[src/rtl/cpu_types_pkg.sv]
// cpu_types_pkg: shared types and constants for the pipeline control blocks.
//   hc_state_t  - hazard_control sequencer states
//   STALL_CNT_W - width of the stall cycle counter
//   REG_W       - register specifier width
package cpu_types_pkg;

    localparam int unsigned STALL_CNT_W = 16;
    localparam int unsigned REG_W       = 5;

    typedef enum logic [1:0] {
        RUN    = 2'd0,
        LDUSE  = 2'd1,
        DRAIN  = 2'd2,
        HALTED = 2'd3
    } hc_state_t;

endpackage

[src/rtl/lduse_detect.sv]
// lduse_detect: pure comparator flagging a load in EX whose destination is
// read by the instruction in ID. Register 0 never creates a dependency.
//   ex_MemtoReg, ex_WrDest - load in EX and its destination
//   id_rs, id_rt           - ID source registers
//   lduse                  - dependency present
module lduse_detect
    import cpu_types_pkg::*;
(
    input  logic             ex_MemtoReg,
    input  logic [REG_W-1:0] ex_WrDest,
    input  logic [REG_W-1:0] id_rs,
    input  logic [REG_W-1:0] id_rt,
    output logic             lduse
);

    assign lduse = ex_MemtoReg && (ex_WrDest != '0) &&
                   ((ex_WrDest == id_rs) || (ex_WrDest == id_rt));

endmodule

[src/rtl/hazard_control.sv]
// hazard_control: pipeline stall/flush sequencer.
//   CLK, nRST             - clock, async active-low reset
//   ihit, dhit            - fetch / data access complete
//   mem_dREN, mem_dWEN    - load/store in MEM
//   ex_MemtoReg,ex_WrDest - load in EX and its destination
//   id_rs, id_rt          - ID source registers
//   ex_branch_taken       - taken branch resolved in EX
//   id_jump               - jump decoded in ID
//   mem_halt              - halt in MEM
//   pc_en, *_en           - PC and pipeline latch enables
//   *_flush               - bubble insertion per latch
//   halt                  - processor halted
//   stall_cnt             - saturating count of non-halted pc_en=0 cycles
module hazard_control
    import cpu_types_pkg::*;
(
    input  logic                   CLK,
    input  logic                   nRST,
    input  logic                   ihit,
    input  logic                   dhit,
    input  logic                   mem_dREN,
    input  logic                   mem_dWEN,
    input  logic                   ex_MemtoReg,
    input  logic [REG_W-1:0]       ex_WrDest,
    input  logic [REG_W-1:0]       id_rs,
    input  logic [REG_W-1:0]       id_rt,
    input  logic                   ex_branch_taken,
    input  logic                   id_jump,
    input  logic                   mem_halt,
    output logic                   pc_en,
    output logic                   ifid_en,
    output logic                   idex_en,
    output logic                   exmem_en,
    output logic                   memwb_en,
    output logic                   ifid_flush,
    output logic                   idex_flush,
    output logic                   exmem_flush,
    output logic                   memwb_flush,
    output logic                   halt,
    output logic [STALL_CNT_W-1:0] stall_cnt
);

    hc_state_t state, next_state;
    logic      memwait;
    logic      lduse;

    assign memwait = (mem_dREN || mem_dWEN) && !dhit;

    lduse_detect u_lduse_detect (
        .ex_MemtoReg (ex_MemtoReg),
        .ex_WrDest   (ex_WrDest),
        .id_rs       (id_rs),
        .id_rt       (id_rt),
        .lduse       (lduse)
    );

    always_ff @(posedge CLK or negedge nRST) begin
        if (!nRST) begin
            state <= RUN;
        end else begin
            state <= next_state;
        end
    end

    // RUN and LDUSE share one priority chain; LDUSE only skips the
    // load-use check so the stalled instruction is released after one cycle.
    always_comb begin
        next_state  = state;
        pc_en       = 1'b0;
        ifid_en     = 1'b0;
        idex_en     = 1'b0;
        exmem_en    = 1'b0;
        memwb_en    = 1'b0;
        ifid_flush  = 1'b0;
        idex_flush  = 1'b0;
        exmem_flush = 1'b0;
        memwb_flush = 1'b0;

        unique case (state)
            RUN, LDUSE: begin
                if (memwait) begin
                    memwb_flush = 1'b1;
                end else if (mem_halt) begin
                    ifid_flush  = 1'b1;
                    idex_flush  = 1'b1;
                    exmem_flush = 1'b1;
                    memwb_en    = 1'b1;
                    next_state  = DRAIN;
                end else begin
                    next_state = RUN;
                    if (ex_branch_taken) begin
                        {pc_en, ifid_en, idex_en, exmem_en, memwb_en} = '1;
                        ifid_flush = 1'b1;
                        idex_flush = 1'b1;
                    end else if (lduse && (state == RUN)) begin
                        idex_en    = 1'b1;
                        idex_flush = 1'b1;
                        exmem_en   = 1'b1;
                        memwb_en   = 1'b1;
                        next_state = LDUSE;
                    end else if (id_jump) begin
                        {pc_en, ifid_en, idex_en, exmem_en, memwb_en} = '1;
                        ifid_flush = 1'b1;
                    end else if (!ihit) begin
                        {ifid_en, idex_en, exmem_en, memwb_en} = '1;
                        ifid_flush = 1'b1;
                    end else begin
                        {pc_en, ifid_en, idex_en, exmem_en, memwb_en} = '1;
                    end
                end
            end
            DRAIN: begin
                memwb_en   = 1'b1;
                next_state = HALTED;
            end
            HALTED: begin
                next_state = HALTED;
            end
            default: begin
                next_state = RUN;
            end
        endcase
    end

    assign halt = (state == HALTED);

    always_ff @(posedge CLK or negedge nRST) begin
        if (!nRST) begin
            stall_cnt <= '0;
        end else if (!pc_en && (state != HALTED) && (stall_cnt != '1)) begin
            stall_cnt <= stall_cnt + 1'b1;
        end
    end

endmodule

[config.mk]
export PLATFORM = sky130hd
export DESIGN_NAME = hazard_control
export DESIGN_NICKNAME = d
export VERILOG_FILES = /design/src/rtl/cpu_types_pkg.sv /design/src/rtl/lduse_detect.sv /design/src/rtl/hazard_control.sv
export SDC_FILE = /design/constraint.sdc
export NUM_CORES = 1
export LEC_CHECK = 0
export CAP_MARGIN = 20
export CORE_MARGIN = 2
export CORE_UTILIZATION = 40
export CTS_CLUSTER_DIAMETER = 40
export DETAILED_ROUTE_END_ITERATION = 8
export GPL_TIMING_DRIVEN = 0
export PLACE_DENSITY = 0.78
export SYNTH_ARGS = -nofsm -noshare
export SYNTH_HDL_FRONTEND = slang
export SYNTH_SLANG_ARGS = --single-unit
[constraint.sdc]
create_clock -name CLK -period 2.53 [get_ports CLK]
set_input_delay 0.3795 -clock CLK [delete_from_list [all_inputs] [get_ports CLK]]
set_output_delay 0.3795 -clock CLK [all_outputs]
set_load 0.01 [all_outputs]
==> flow_metrics.tcl, run 1 <==
set metrics [dict create \
    synth.yosys.warnings 0 \
    ys_seq_elements 18 \
    pre_cts_slack_ns -0.517 \
    placed_area_um2 1630 \
    tritoncts.num_buffers 3 \
    period_needed_ns 2.44 \
    vias_per_cell 5.28 \
    gp_congestion 0.884 \
    critPathMaxFanout 4 \
    final_area_um2 1700 \
    gr-usage-met1_pct 24.2 \
    cts_hold_buffers 0 \
    final_nets 188 \
    synthDistinctLibCells 37 \
    fin_hold_ws_ns 0.504 \
    detailedRoute.firstIterationViolations 17 \
    totalNegativeSetupSlack_ns 0 \
    synth-async-reset-ratio_pct 100 \
    tritoncts "done" \
    run_status "finished clean" \
    n_fill_cell 220 \
    post_synthesis_instance_area_um2 1090 \
    grt_antenna_before_repair 0 \
    drc 0 \
    avgRoutedWirePerCell_um 14.0 \
    met3_usage_pct 4.15 \
    synth.top_cell.area_share_pct 41.2 \
    starting_density_of_the_core_pct 43.3 \
    cell_type_with_the_highest_aggregate_area_in_the_netlist "sky130_fd_sc_hd__dfrtp_1" \
    total_leakage_power_nw 0.699 \
    final_period_utilization_pct 96.4 \
    use_met2_pct 31.4 \
    critPathArrivalTime_ns 2.06 \
    endpoint_kind "output pin" \
    critPathRequiredTime_ns 2.15 \
    regArea_um2 450 \
    synth_top_cells_by_area "sky130_fd_sc_hd__dfrtp_1 (41%), sky130_fd_sc_hd__xnor2_1 (9.6%), sky130_fd_sc_hd__xor2_1 (9.6%)" \
    finalClockSkew_ns 0.00617 \
    clock_sink_count 18 \
    num_antenna_cells 0 \
    multi_input_comb_area_um2 638 \
    drt_first_pass_iters 4 \
    irDropWorstVdd_mv 0.390 \
    die_w_um 56.3 \
    max_freq_mhz 410 \
    synth_sequential_area_ratio_pct 41.2 \
    std_cell_rows 18 \
    grt_first_pass_wirelength_um 4730 \
    layout-area-overhead-vs-synth_pct 55.4 \
    ios 51 \
    synthCells 105 \
    cp-start-kind "primary input" \
    number_of_enable_type_register_cells_in_the_synthesized_netlist 0 \
    most_heavily_used_metal_layer_in_global_routing "met2" \
    timing.final.max_slew_violations 0 \
    final_layout_size_suffix_gt1_share_pct 16.1 \
    setup_violations 0 \
    synthFlopType "sky130_fd_sc_hd__dfrtp_1" \
    syn_avg_cell_area_um2 10.4 \
    slew_headroom_pct 47.2 \
    clock_latency_ns 0.30 \
    vias_in_the_first_global_route 1041 \
    totalWireLength_um 2680 \
    htree_num_levels 1 \
    netlist_top_cells_count "sky130_fd_sc_hd__dfrtp_1 (18), sky130_fd_sc_hd__xnor2_1 (12), sky130_fd_sc_hd__xor2_1 (12)" \
    grt_max_degree 19 \
    synth_nets 131 \
    max_cap_violations 0 \
    grt_remaining_overflow 0 \
    grt_util_all_layers_pct 18.5 \
    chipHeight_um 56.3 \
    post-synth-top-count-cell "sky130_fd_sc_hd__dfrtp_1" \
    place.port_buffers 50 \
    core_area_um2 2520 \
    clk_root_buffer_cell "sky130_fd_sc_hd__clkbuf_4" \
    clkSlewWorstSetupHoldPaths_ns 0.10 \
    worstMarginPinSlew_ns 0.790 \
    path_class "primary input to output pin" \
    ant_nets 0 \
    cts_max_path_buffers 2 \
    rsz_0062_raised_after_global_routing "no" \
    cellPowerDensity_nw_per_um2 318 \
    hold_viol_final 0 \
    die_area_um2 3160 \
    hold_crit_path_type "flop to flop" \
    postLayoutSetupSlackWorst_ns 0.0900 \
    via_count 1009 \
    dpl.hpwl_um 2100 \
]
## registers in the layout (all words and copies together), names as in the netlist
name / cells
stall_cnt: 16
state: 2
## metrics by stage
| stage | power (mW) | std cells | util [%] |
|---|---|---|---|
| floorplan | 0.312 | 105 | - |
| global placement | 0.363 | 185 | 64.6 |
| detailed placement | 0.364 | 185 | 64.6 |
| CTS | 0.545 | 191 | 67.3 |
| global route | 0.565 | 191 | 67.3 |
| finish | 0.540 | 191 | 67.3 |
## where the power goes
group / total (mW) / switching (mW) / internal (mW)
Clock: 0.180 / 0.0921 / 0.0879
Sequential: 0.288 / 0 / 0.288
Combinational: 0.0724 / 0.0302 / 0.0422
Total: 0.540 / 0.122 / 0.418
## final cells by class
| type | count | share of cell area [%] |
|---|---|---|
| Clock buffer | 4 | 2.14 |
| Buffer | 2 | 1.62 |
| Inverter | 3 | 0.663 |
| Multi-Input combinational cell | 82 | 37.6 |
| Sequential cell | 18 | 26.5 |
| Tap cell | 30 | 2.21 |
| Timing Repair Buffer | 52 | 29.3 |
## path summary, 6_finish.rpt
kind	slack [ns]	cells past startpoint	endpoint	start
hold reg to reg	0.50	1	stall_cnt[14]	stall_cnt[14]
hold / removal	0.50	1	stall_cnt[14]	stall_cnt[14]
max in group asynchronous	1.51	1	state[0]	nRST
min in group asynchronous	0.52	1	stall_cnt[11]	nRST
setup reg to reg	0.30	9	stall_cnt[8]	stall_cnt[0]
setup / recovery	0.09	9	pc_en	id_rt[4]
## what timing repair did
item | in CTS | in global routing
gates resized for setup | 18 | 3
pin swaps | 4 | 0
buffers inserted | 2 | 0
endpoints found under the hold margin | 0 | 0
endpoints found under the setup margin | 6 | 2
## cells in the final DEF, fill, tap and decap left out, types with 2 or more instances in the layout
cell | Yosys | routed
sky130_fd_sc_hd__nor3_1 | 2 | 2
sky130_fd_sc_hd__o21a_1 | 3 | 3
sky130_fd_sc_hd__xor2_1 | 12 | 12
sky130_fd_sc_hd__dfrtp_1 | 18 | 18
sky130_fd_sc_hd__buf_4 | 1 | 3
sky130_fd_sc_hd__nor2_1 | 8 | 7
sky130_fd_sc_hd__and3_1 | 2 | 2
sky130_fd_sc_hd__clkbuf_4 | 0 | 3
sky130_fd_sc_hd__a21oi_1 | 3 | 3
sky130_fd_sc_hd__dlygate4sd2_1 | 0 | 7
sky130_fd_sc_hd__nand4_1 | 3 | 3
sky130_fd_sc_hd__nand3_1 | 8 | 8
sky130_fd_sc_hd__clkdlybuf4s50_1 | 0 | 41
sky130_fd_sc_hd__inv_1 | 3 | 3
sky130_fd_sc_hd__or4_4 | 1 | 2
sky130_fd_sc_hd__nand2_1 | 6 | 6
sky130_fd_sc_hd__xnor2_1 | 12 | 12
## layer usage
layer	part of all wire (%)	vias up
met5	0	-
met4	0.86	0
met1	44	473
met3	8.9	3
met2	46	51
li1	-	482
## logic make-up (layout without fill, tap and decap cells)
kind of cell,count (synthesis),after routing,share of synthesized area [%]
AO/OA/AOI/OAI,13,13,8.48
multiplexers,1,1,1.03
XOR/XNOR,25,25,20.7
buffers and inverters,5,61,3.55
adder cells (fa/ha/maj),1,1,1.15
flip-flops,18,18,41.2
AND/OR/NAND/NOR,42,42,23.8
## critical path, cell delays in order
cell,delay (ns)
sky130_fd_sc_hd__clkdlybuf4s50_1,0.41
sky130_fd_sc_hd__xor2_1,0.14
sky130_fd_sc_hd__nor3_1,0.21
sky130_fd_sc_hd__a22oi_1,0.12
sky130_fd_sc_hd__or2_4,0.26
sky130_fd_sc_hd__buf_4,0.14
sky130_fd_sc_hd__o21a_1,0.09
sky130_fd_sc_hd__o21a_1,0.17
sky130_fd_sc_hd__buf_2,0.14
Power figures use the tool's default switching activity.
==> run 2, diff against run 1 <==
RECOVER_POWER = 25   (was not set)
==> run 2 against run 1 <==
Final cell count unchanged; die area unchanged; largest cell class unchanged; critical endpoint unchanged; combinational power about the same; critical path type unchanged; largest power group unchanged; routed wire length unchanged.
==> flow_metrics.tcl, run 2 (same netlist as run 1, synthesis figures left out) <==
set metrics [dict create \
    run_status "finished clean" \
    clock_sink_count 18 \
    ios 51 \
    detailedRoute.firstIterationViolations 17 \
    totalWireLength_um 2680 \
    drc 0 \
    worstMarginPinSlew_ns 0.798 \
    timing.final.max_slew_violations 0 \
    layout.cells.most_common "sky130_fd_sc_hd__clkdlybuf4s50_1" \
    setup_violations 0 \
    largest_register_ff_count 16 \
    power.share.combinational_pct 13.4 \
    max_freq_mhz 410 \
    regArea_um2 450 \
    switching_share_pct 22.7 \
    final_layout_size_suffix_gt1_share_pct 16.1 \
    drt_first_pass_iters 4 \
    via_count 1009 \
    gp_congestion 0.884 \
    largest_register_by_flop_count "stall_cnt" \
    vias_per_cell 5.28 \
    grt_remaining_overflow 0 \
    switching_power_uw 122 \
    power_report.internal_total_uw 417 \
    rsz_0062_raised_after_global_routing "no" \
    std_cell_rows 18 \
    fin_hold_ws_ns 0.504 \
    seq_power_share_pct 53.3 \
    grt_max_degree 19 \
    critPathMaxFanout 4 \
    hold_crit_path_type "flop to flop" \
    die_area_um2 3160 \
    clock_latency_ns 0.30 \
    chipHeight_um 56.3 \
    ant_nets 0 \
    tritoncts.num_buffers 3 \
    finalClockSkew_ns 0.00617 \
    hold_viol_final 0 \
    final_period_utilization_pct 96.4 \
    cts_hold_buffers 0 \
    dpl.hpwl_um 2100 \
    endpoint_kind "output pin" \
    n_fill_cell 220 \
    avgRoutedWirePerCell_um 14.0 \
    biggestRegsByFlops "stall_cnt: 16 flops, state: 2 flops" \
    cellPowerDensity_nw_per_um2 318 \
    clkSlewWorstSetupHoldPaths_ns 0.10 \
    postLayoutCoreUtil_pct 67.3 \
    clk_root_buffer_cell "sky130_fd_sc_hd__clkbuf_4" \
    slew_headroom_pct 46.7 \
    tritoncts "done" \
    irDropWorstVdd_mv 0.388 \
    total_leakage_power_nw 0.699 \
    grt_antenna_before_repair 0 \
    cts_max_path_buffers 2 \
    clockPowerShare_pct 33.4 \
    die_w_um 56.3 \
    vias_in_the_first_global_route 1041 \
    max_cap_violations 0 \
    final_nets 188 \
    starting_density_of_the_core_pct 43.3 \
    grt_first_pass_wirelength_um 4730 \
    layout-area-overhead-vs-synth_pct 55.4 \
    mostFrequentLayoutCells "sky130_fd_sc_hd__clkdlybuf4s50_1 (40), sky130_fd_sc_hd__dfrtp_1 (18), sky130_fd_sc_hd__xor2_1 (12), sky130_fd_sc_hd__xnor2_1 (12), sky130_fd_sc_hd__nand3_1 (8)" \
    period_needed_ns 2.44 \
    num_antenna_cells 0 \
    critPathArrivalTime_ns 2.06 \
    path_class "primary input to output pin" \
    cp-start-kind "primary input" \
    place.port_buffers 50 \
    core_area_um2 2520 \
    htree_num_levels 1 \
    grt_util_all_layers_pct 18.5 \
    multi_input_comb_area_um2 638 \
    critPathRequiredTime_ns 2.15 \
]
==> run 2: cell count changes in the layout (fill, tap and decap cells not counted), sizes merged <==
cell / change
clkdlybuf4s50: -1
dlygate4sd3: +1
==> run 2: area by class of cell <==
class                   instances  area share [%]
well taps                      30            2.21
multi-input cells              82            37.6
flip-flops and latches         18            26.5
plain buffers                   2            1.62
repair buffers                 52            29.3
clock buffers                   4            2.14
inverters                       3           0.663
==> run 2: repair_timing <==
item | CTS | global route
setup buffers | 2 | 0
resized for setup | 18 | 3
pin swaps | 4 | 0
endpoints found under the setup margin | 6 | 2
==> run 2: metrics by stage <==
| stage | setup TNS, ns | total power, mW | cell area, µm² | setup slack [ns] | instances |
|---|---|---|---|---|---|
| after floorplan | 0 | 0.312 | 1090 | 0.428 | 105 |
| after global placement | -1.71 | 0.363 | 1630 | -0.498 | 185 |
| after detailed placement | -2.15 | 0.364 | 1630 | -0.517 | 185 |
| after CTS | 0 | 0.545 | 1700 | 0.0472 | 191 |
| after global routing | 0 | 0.565 | 1700 | 0.00795 | 191 |
| final | 0 | 0.540 | 1700 | 0.0900 | 191 |
==> run 2: power by group through the flow <==
stage / Clock (mW) / Sequential, mW / Combinational, mW
2_1_floorplan: 0 / 0.293 / 0.0184
3_3_place_gp: 0 / 0.293 / 0.0700
3_5_place_dp: 0 / 0.293 / 0.0713
4_1_cts: 0.184 / 0.288 / 0.0729
5_1_grt: 0.199 / 0.288 / 0.0782
6_report: 0.180 / 0.288 / 0.0721
==> run 2: path summary, 6_finish.rpt <==
kind,start,end,slack (ns),depth (start not counted)
min in group asynchronous,nRST,stall_cnt[11],0.59,1
worst max register to register,stall_cnt[0],stall_cnt[8],0.30,9
worst max-delay path,id_rt[4],pc_en,0.09,9
max in group asynchronous,nRST,state[0],1.44,1
worst min register to register,stall_cnt[14],stall_cnt[14],0.50,1
worst min-delay path,stall_cnt[14],stall_cnt[14],0.50,1
==> run 2: worst max-delay path, cell delays in order <==
cell	delay [ns]
sky130_fd_sc_hd__clkdlybuf4s50_1	0.41
sky130_fd_sc_hd__xor2_1	0.14
sky130_fd_sc_hd__nor3_1	0.21
sky130_fd_sc_hd__a22oi_1	0.12
sky130_fd_sc_hd__or2_4	0.26
sky130_fd_sc_hd__buf_4	0.14
sky130_fd_sc_hd__o21a_1	0.09
sky130_fd_sc_hd__o21a_1	0.17
sky130_fd_sc_hd__buf_2	0.14
==> run 2: routing by layer <==
layer | global-route usage [%] | vias to the layer above | share of wire (%)
li1 | - | 482 | -
met1 | 24.2 | 473 | 44
met2 | 31.4 | 51 | 46
met3 | 4.15 | 3 | 8.9
met4 | 4.08 | 0 | 0.86
met5 | 0 | - | 0
